[config.mk]
export PLATFORM = sky130hd
export DESIGN_NAME = udp_tx_scheduler
export DESIGN_NICKNAME = d
export VERILOG_FILES = /design/src/rtl/udp_tx_scheduler.sv
export SDC_FILE = /design/constraint.sdc
export NUM_CORES = 1
export LEC_CHECK = 0
export ABC_AREA = 1
export BUFFER_PORTS_ARGS = -buffer_cell sky130_fd_sc_hd__buf_2
export CORE_UTILIZATION = 25
export CTS_BUF_LIST = sky130_fd_sc_hd__clkbuf_4
export DETAILED_ROUTE_END_ITERATION = 6
export PLACE_DENSITY = 0.53
export SYNTH_ARGS = -nofsm -noshare
export SYNTH_HDL_FRONTEND = slang
export SYNTH_SLANG_ARGS = --single-unit
[constraint.sdc]
create_clock -name clk_i -period 4.25 [get_ports clk_i]
set_clock_uncertainty 0.05 [all_clocks]
set_input_delay 0.2125 -clock clk_i [delete_from_list [all_inputs] [get_ports clk_i]]
set_output_delay 0.2125 -clock clk_i [all_outputs]
set_load 0.05 [all_outputs]
[src/rtl/udp_tx_scheduler.sv]
// Round-robin scheduler sharing one UDP transmit byte stream between NUM_REQ payload sources.
// Each frame is header bytes from header_gen, the granted payload, zero padding, then an idle gap.
module udp_tx_scheduler #(
    parameter int NUM_REQ     = 4,
    parameter int HDR_BYTES   = 42,
    parameter int MIN_FRAME   = 60,
    parameter int MAX_PAYLOAD = 1472,
    parameter int IFG_CYCLES  = 12
) (
    input  logic                   clk_i,
    input  logic                   rst_ni,
    input  logic [NUM_REQ-1:0]     req_valid_i,
    input  logic [NUM_REQ*12-1:0]  req_len_i,
    output logic [NUM_REQ-1:0]     req_grant_o,
    input  logic [NUM_REQ*8-1:0]   pay_data_i,
    input  logic [NUM_REQ-1:0]     pay_valid_i,
    output logic [NUM_REQ-1:0]     pay_ready_o,
    output logic [11:0]            payload_bytes_o,
    input  logic [HDR_BYTES*8-1:0] header_i,
    output logic [7:0]             tx_data_o,
    output logic                   tx_valid_o,
    output logic                   tx_last_o,
    input  logic                   tx_ready_i,
    output logic                   busy_o,
    output logic                   err_len_o
);

    localparam int PTR_W = (NUM_REQ > 1) ? $clog2(NUM_REQ) : 1;
    localparam logic [11:0] HDR_W = 12'(HDR_BYTES);
    localparam logic [11:0] MIN_W = 12'(MIN_FRAME);
    localparam logic [11:0] MAX_W = 12'(MAX_PAYLOAD);
    localparam logic [11:0] IFG_W = 12'(IFG_CYCLES);

    typedef enum logic [2:0] {S_IDLE, S_HDR, S_PAY, S_PAD, S_GAP} state_t;

    state_t             state, state_n;
    logic [11:0]        cnt, cnt_n;
    logic [11:0]        len, len_n;
    logic [NUM_REQ-1:0] grant, grant_n;
    logic [PTR_W-1:0]   rr, rr_n;
    logic [PTR_W-1:0]   gidx, gidx_n;
    logic               err_n;

    logic               found;
    logic [PTR_W-1:0]   win;
    logic [11:0]        win_len;
    logic [7:0]         hdr_byte;
    logic [7:0]         pay_data_g;
    logic               pay_valid_g;
    logic [11:0]        frame_bytes;
    logic               pad_needed;

    // Round-robin search starting at the rr pointer, plus the source muxes for the granted requester.
    always_comb begin
        int idx;
        found   = 1'b0;
        win     = '0;
        idx     = 0;
        win_len = '0;
        for (int i = 0; i < NUM_REQ; i++) begin
            idx = int'(rr) + i;
            if (idx >= NUM_REQ) idx = idx - NUM_REQ;
            if (!found && req_valid_i[idx]) begin
                found = 1'b1;
                win   = PTR_W'(idx);
            end
        end
        for (int r = 0; r < NUM_REQ; r++) begin
            if (win == PTR_W'(r)) win_len = req_len_i[12*r +: 12];
        end
        hdr_byte = '0;
        for (int k = 0; k < HDR_BYTES; k++) begin
            if (cnt == 12'(k)) hdr_byte = header_i[8*k +: 8];
        end
        pay_data_g  = '0;
        pay_valid_g = 1'b0;
        for (int r = 0; r < NUM_REQ; r++) begin
            if (gidx == PTR_W'(r)) begin
                pay_data_g  = pay_data_i[8*r +: 8];
                pay_valid_g = pay_valid_i[r];
            end
        end
    end

    assign frame_bytes = HDR_W + len;
    assign pad_needed  = (frame_bytes < MIN_W);

    always_ff @(posedge clk_i or negedge rst_ni) begin
        if (!rst_ni) begin
            state     <= S_IDLE;
            cnt       <= '0;
            len       <= '0;
            grant     <= '0;
            rr        <= '0;
            gidx      <= '0;
            err_len_o <= 1'b0;
        end else begin
            state     <= state_n;
            cnt       <= cnt_n;
            len       <= len_n;
            grant     <= grant_n;
            rr        <= rr_n;
            gidx      <= gidx_n;
            err_len_o <= err_n;
        end
    end

    // cnt is the frame byte index in HDR/PAY/PAD and the idle-cycle count in GAP.
    always_comb begin
        state_n     = state;
        cnt_n       = cnt;
        len_n       = len;
        grant_n     = grant;
        rr_n        = rr;
        gidx_n      = gidx;
        err_n       = 1'b0;
        tx_valid_o  = 1'b0;
        tx_data_o   = '0;
        tx_last_o   = 1'b0;
        pay_ready_o = '0;
        unique case (state)
            S_IDLE: begin
                if (found) begin
                    grant_n      = '0;
                    grant_n[win] = 1'b1;
                    gidx_n       = win;
                    len_n        = (win_len > MAX_W) ? MAX_W : win_len;
                    err_n        = (win_len > MAX_W);
                    rr_n         = (win == PTR_W'(NUM_REQ - 1)) ? '0 : win + PTR_W'(1);
                    cnt_n        = '0;
                    state_n      = S_HDR;
                end
            end
            S_HDR: begin
                tx_valid_o = 1'b1;
                tx_data_o  = hdr_byte;
                tx_last_o  = (cnt == HDR_W - 12'd1) && (len == '0) && !pad_needed;
                if (tx_ready_i) begin
                    cnt_n = cnt + 12'd1;
                    if (cnt == HDR_W - 12'd1) begin
                        if (len != '0) begin
                            state_n = S_PAY;
                        end else if (pad_needed) begin
                            state_n = S_PAD;
                        end else begin
                            state_n = S_GAP;
                            cnt_n   = '0;
                            grant_n = '0;
                        end
                    end
                end
            end
            S_PAY: begin
                tx_valid_o = pay_valid_g;
                tx_data_o  = pay_data_g;
                tx_last_o  = (cnt == frame_bytes - 12'd1) && !pad_needed;
                for (int r = 0; r < NUM_REQ; r++) begin
                    pay_ready_o[r] = (gidx == PTR_W'(r)) && tx_ready_i;
                end
                if (pay_valid_g && tx_ready_i) begin
                    cnt_n = cnt + 12'd1;
                    if (cnt == frame_bytes - 12'd1) begin
                        if (pad_needed) begin
                            state_n = S_PAD;
                        end else begin
                            state_n = S_GAP;
                            cnt_n   = '0;
                            grant_n = '0;
                        end
                    end
                end
            end
            S_PAD: begin
                tx_valid_o = 1'b1;
                tx_last_o  = (cnt == MIN_W - 12'd1);
                if (tx_ready_i) begin
                    if (cnt == MIN_W - 12'd1) begin
                        state_n = S_GAP;
                        cnt_n   = '0;
                        grant_n = '0;
                    end else begin
                        cnt_n = cnt + 12'd1;
                    end
                end
            end
            S_GAP: begin
                if (cnt >= IFG_W - 12'd1) begin
                    state_n = S_IDLE;
                    cnt_n   = '0;
                end else begin
                    cnt_n = cnt + 12'd1;
                end
            end
            default: state_n = S_IDLE;
        endcase
    end

    assign req_grant_o     = grant;
    assign payload_bytes_o = len;
    assign busy_o          = (state != S_IDLE);

endmodule

### After elaboration in Yosys (flattened, before gate mapping)

Index checks and enable logic that the tools add are counted.

* flip-flop bits (word level): 36
* bits in latches: 0
* bits in writable memories: 0
* bits in read-only memories: 0
* output and inout port bits: 32
* word-level logic and storage cells: 243
* memories: 0

* add/sub/neg operators: 11
* $mul: 0
* divide/modulo/power cells: 0
* order comparisons: 13
* equal/unequal tests: 62
* shift-type cells: 0
* multiplexer cells: 120
* bitwise logic cells: 0
* reductions and logical operators: 30

Operator list (number)
* $mux W8: 46
* $eq A12 B5 Y1 const B: 16
* $mux W12: 15
* $eq A12 B6 Y1 const B: 11
* $lt A32 B4 Y1 const B: 4
* $mux W32: 4
* $eq A12 B4 Y1 const B: 8
* $pmux W12 S5: 1
* $eq A12 B3 Y1 const B: 4
* $mux W4: 10
* $mux W3: 10
* $eq A12 B2 Y1 const B: 2
* $logic_not A12 Y1: 2
* $mux W1: 19
* $ne A2 B2 Y1 const B: 9
* $pmux W4 S4: 1
* $pmux W8 S2: 1
* $pmux W3 S5: 1
* $add A12 B1 Y12 const B: 1
* $add A6 B12 Y12 const A: 1
* $eq A12 B1 Y1 const B: 1
* $eq A12 B12 Y1: 1
* $ge A12 B4 Y1 const B: 1
* $gt A12 B11 Y1 const B: 1
* other kinds (34): 66

### Longest topological paths before layout

* word-level depth: 44
* mapped depth: 58

### Least setup slack after synthesis

Ideal clock, no wire load.

* path kind: reg-to-output
* start point: reg len[2] (netlist: payload_bytes_o[2])
* end point: out tx_last_o
* arrival: 3.894 ns
* data required time: 3.988 ns
* setup slack: 0.093 ns
* cell stages (with the launch flop): 13
* path buffers: 0
* path through: dfrtp_1 -> ha_1 -> nor2_1 -> o21ai_0 -> nand2_1 -> nor4_1 -> nand3_1 -> nor2_1 -> xor2_1 -> nor2_1 -> o41ai_1 -> inv_1 -> o21ai_0

* longest elaborated chain between the ends: 5
* elaborated cells between the ends (all ways): 10
* classes of those cells: add/sub: 2; order compare: 1; eq/ne: 1; mux: 1; reduce/logical: 5

Ends and longest elaborated chain
* start, declared: line 38 `logic [11:0] len, len_n;`
* start signal, assigned: line 100 `len <= len_n;`
* $add A6 B12 Y12: line 85 `assign frame_bytes = HDR_W + len;`
* $sub A12 B1 Y12 or $lt A12 B6 Y1 (tied branches): line 156, 86
* $eq A12 B12 Y1 or $logic_not A1 Y1 (tied branches): line 156, 137
* $logic_and A1 B1 Y1 (on tied branches): line 156, 137
* $pmux W1 S3 (*): line 121 `unique case (state)`
* end, declared: line 22 `output logic tx_last_o,`

Mark *: on every way between the ends. The rest lies on a longest branch, timed or not.

### Worst setup path after layout

* start point: reg cnt[11]
* end point: out tx_data_o[0]

* longest elaborated chain between the ends: 44
* elaborated cells between the ends (all ways): 85
* classes of those cells: eq/ne: 41; mux: 43; reduce/logical: 1

Ends and longest elaborated chain
* start, declared: line 37 `logic [11:0] cnt, cnt_n;`
* start signal, assigned: line 99 `cnt <= cnt_n;`
* $logic_not A12 Y1: line 73 `if (cnt == 12'(k)) hdr_byte = header_i[8*k +: 8];`
* $mux W8 (41 in series): line 73
* $mux W8 (*): line 73
* $pmux W8 S2 (*): line 121
* end, declared: line 20 `output logic [7:0] tx_data_o,`

Marks and branches as above.

==> results.json <==
{
  "r2r_start": "rr[0]$_DFFE_PN0P_",
  "hp-start": "req_len_i[41]",
  "fp.dieW_um": 182.4,
  "ys_warn_count": 0,
  "yosys.area_share.simple_pct": 48.92,
  "holdPathEnd": "payload_bytes_o[5]$_DFFE_PN0P_",
  "vias_per_cell": 4.437,
  "grt_start_max_net_pins": 37,
  "finalHoldViolations": 0,
  "first_pass_iters": 5,
  "die_h_um": 182.4,
  "synth_area_um2": 8140,
  "dieArea_um2": 33290,
  "antenna_found_initial": 6,
  "fin_nets": 2670,
  "synth_seq_cells": 36,
  "synth_nets": 2105,
  "setup_viol": 8,
  "r2r-end": "payload_bytes_o[4]$_DFFE_PN0P_",
  "rows": 65,
  "p_leak_uw": 0.007049,
  "grt_use_total_pct": 21.96,
  "fillers": 3730,
  "clk_pin_slew_ps": 140,
  "whs_path_depth": 5,
  "wl_um": 38130,
  "wl_per_cell_um": 14.28,
  "ant_nets": 0,
  "dp.cells": 2622,
  "globalplace.congestion": 0.9538,
  "synth_top_family_by_area": "simple AND/OR/NAND/NOR gates",
  "initial_core_util_pct": 25.60,
  "insertion_delay_ps": 370,
  "synthCells": 1666,
  "overflow": 0,
  "pin_count": 459,
  "first_global_vias": 11550,
  "failed_checks": "setup timing",
  "dr_total_vias": 11850,
  "critPathMaxStageDelay_ps": 430,
  "synthXorXnorAreaFrac_pct": 2.690,
  "powerDensity_nw_per_um2": 461.0,
  "setup_ws_ps": -677.8,
  "crit_path_frequent_cell": "nand2_1",
  "root_buffer": "clkbuf_4",
  "rr_worst_depth": 18,
  "synth_fa_ha_area_share_pct": 1.844,
  "numClockSinks": 36,
  "syn2layout_area_growth_pct": 50.88,
  "rsz0062_at_grt": "yes",
  "total_power_uw": 5662,
  "cap_viol_max_count": 0,
  "syn_avg_cell_area_um2": 4.886,
  "io_buffers": 458,
  "async_flop_share_pct": 100.0,
  "min_period_over_period_pct": 115.9,
  "final_core_util_pct": 38.62,
  "peakVddDrop_mv": 0.6903,
  "period_needed_ps": 4928,
  "crit_required_ps": 3990,
  "outcome": "complete, but fails checks",
  "cts_tree": "yes",
  "synth_edf_count": 0,
  "fmax_ghz": 0.2029,
  "critPathMaxFanout": 5,
  "synthTopCellsByArea": "nand2_1 34%, inv_1 14%, dfrtp_1 11%",
  "drt_iter0_drc": 487,
  "coreArea_um2": 31800,
  "synth.area.mux_share_pct": 0.6148,
  "ys.flop_type": "dfrtp_1",
  "synth-compound-area-share_pct": 17.21,
  "cts_buffers": 5,
  "drc_errors": 0,
  "worstMarginPinSlew_ps": 865.6,
  "crit_path_start_kind": "flip-flop",
  "worst_setup_path_end_kind": "output pin",
  "synth_cell_types": 51,
  "r2r_slack_ps": 300,
  "drive_above_1_share_pct": 31.99,
  "htreeDepth": 2,
  "worstSetupPathType": "flip-flop to output pin",
  "ff_latch_area_um2": 902.1,
  "relSlewSlack_pct": 42.29,
  "slowest_stage": "dfrtp_1",
  "clockBufferDepth": 2,
  "min_path_type": "input pin to flip-flop",
  "multi_input_area_um2": 6035,
  "fin_cells": 2671,
  "grt_pass1_wl_um": 58340,
  "synth.largest_area_cell": "nand2_1",
  "dpl.hpwl_um": 32490,
  "cp.arrival_ps": 4670,
  "drv_slew": 0,
  "ys_seq_area_share_pct": 11.07,
  "synth_top_area_share_pct": 34.21
}
cells in the final DEF (no fill, tap or decap), drive strengths merged, types with 13 or more instances in the layout:
| master | n |
|---|---|
| o31ai | 14 |
| a21oi | 23 |
| nor2 | 115 |
| o21ai | 164 |
| inv | 317 |
| nor3 | 16 |
| nand2 | 746 |
| dfrtp | 36 |
| buf | 597 |
| xor2 | 22 |
| nand3 | 57 |
| o211ai | 13 |
| or2 | 17 |
timing repair:
action	in CTS	in global routing
gates cloned	0	1
gates resized for setup	67	40
setup buffers	18	17
hold endpoints to repair	36	0
endpoints found under the setup margin	8	21
pin swaps	13	36
hold buffers	1	0
sequential cells by signal, summed over array words and instances (netlist names):
register	count
req_grant_o	4
state	3
payload_bytes_o	12
gidx	2
err_len_o	1
rr	2
cnt	12
report_power, final:
part | internal (uW) | switching [uW]
logic | 1840 | 3050
registers | 449 | 119
clock network | 65.1 | 140
total | 2350 | 3310
worst max-delay path, delay by kind of cell (launching register included):
kind                   cells  cell delay (ps)
AO/OA/AOI/OAI              2              120
buffers and inverters      3              410
flip-flops                 1              430
AND/OR/NAND/NOR           51             3320
layout make-up:
type	instances	share of cell area, %
sequential	36	7.345
antenna	4	0.08150
multi-input combinational	1264	49.13
inverter	324	10.00
timing repair buffer	599	28.46
timing repair inverter	1	0.04075
clock inverter	3	0.1936
clock buffer	5	0.3056
tap	435	4.432
synthesized netlist by cell type, types with 4 or more instances:
cell / n
o21ai_0: 155
nor3_1: 15
a221oi_1: 4
nor4_1: 6
clkbuf_1: 23
o22ai_1: 12
ha_1: 12
o21ai_1: 9
o31ai_1: 14
clkinv_1: 6
o211ai_1: 13
nand4_1: 8
or2_2: 12
nor2_1: 99
nor2_4: 8
inv_2: 9
nor2_2: 7
nand3_1: 54
mux2i_1: 5
a31oi_1: 12
inv_1: 309
nand2_1: 742
buf_2: 10
dfrtp_1: 36
a21oi_1: 23
xor2_1: 22
per-layer routing:
layer | global-route usage [%] | wire, um | up-vias
met3 | 3.253 | 2423 | 60
met4 | 6.824 | 1089 | 4
met2 | 41.58 | 19010 | 432
li1 | - | - | 6233
met1 | 25.06 | 15580 | 5121
met5 | 0 | 27 | -
kinds of logic (layout without fill, tap and decap cells):
logic type | count (synthesis) | count (layout)
fa+ha+maj | 12 | 12
flops | 36 | 36
simple gates | 971 | 971
mux | 5 | 5
compound gates | 251 | 251
buf+inv | 366 | 932
other cells | 0 | 4
xor+xnor | 25 | 25
per-stage QoR:
stage               hold WS, ps  instance area, um2  worst slack (ps)  TNS [ps]
global route              201.9               12280             -1322    -10030
CTS                       175.3               11990            -717.5     -5027
finish                    171.6               12280            -677.8     -4851
floorplan                -133.1                8140             93.06         0
global placement          331.3               11560            -540.8     -2998
detailed placement        332.2               11560            -558.8     -3222
worst max path at each step:
| stage | startpoint | to | slack, ps | cells past startpoint |
|---|---|---|---|---|
| floorplan | payload_bytes_o[2]$_DFFE_PN0P_ | tx_last_o | 90 | 12 |
| global placement | cnt[0]$_DFFE_PN0P_ | tx_data_o[0] | -540 | 53 |
| detailed placement | cnt[0]$_DFFE_PN0P_ | tx_data_o[0] | -560 | 53 |
| CTS | cnt[8]$_DFFE_PN0P_ | tx_data_o[0] | -720 | 54 |
| global route | cnt[11]$_DFFE_PN0P_ | tx_data_o[7] | -1320 | 57 |
| finish | cnt[11]$_DFFE_PN0P_ | tx_data_o[0] | -680 | 56 |
Power figures use the tool's default switching activity.
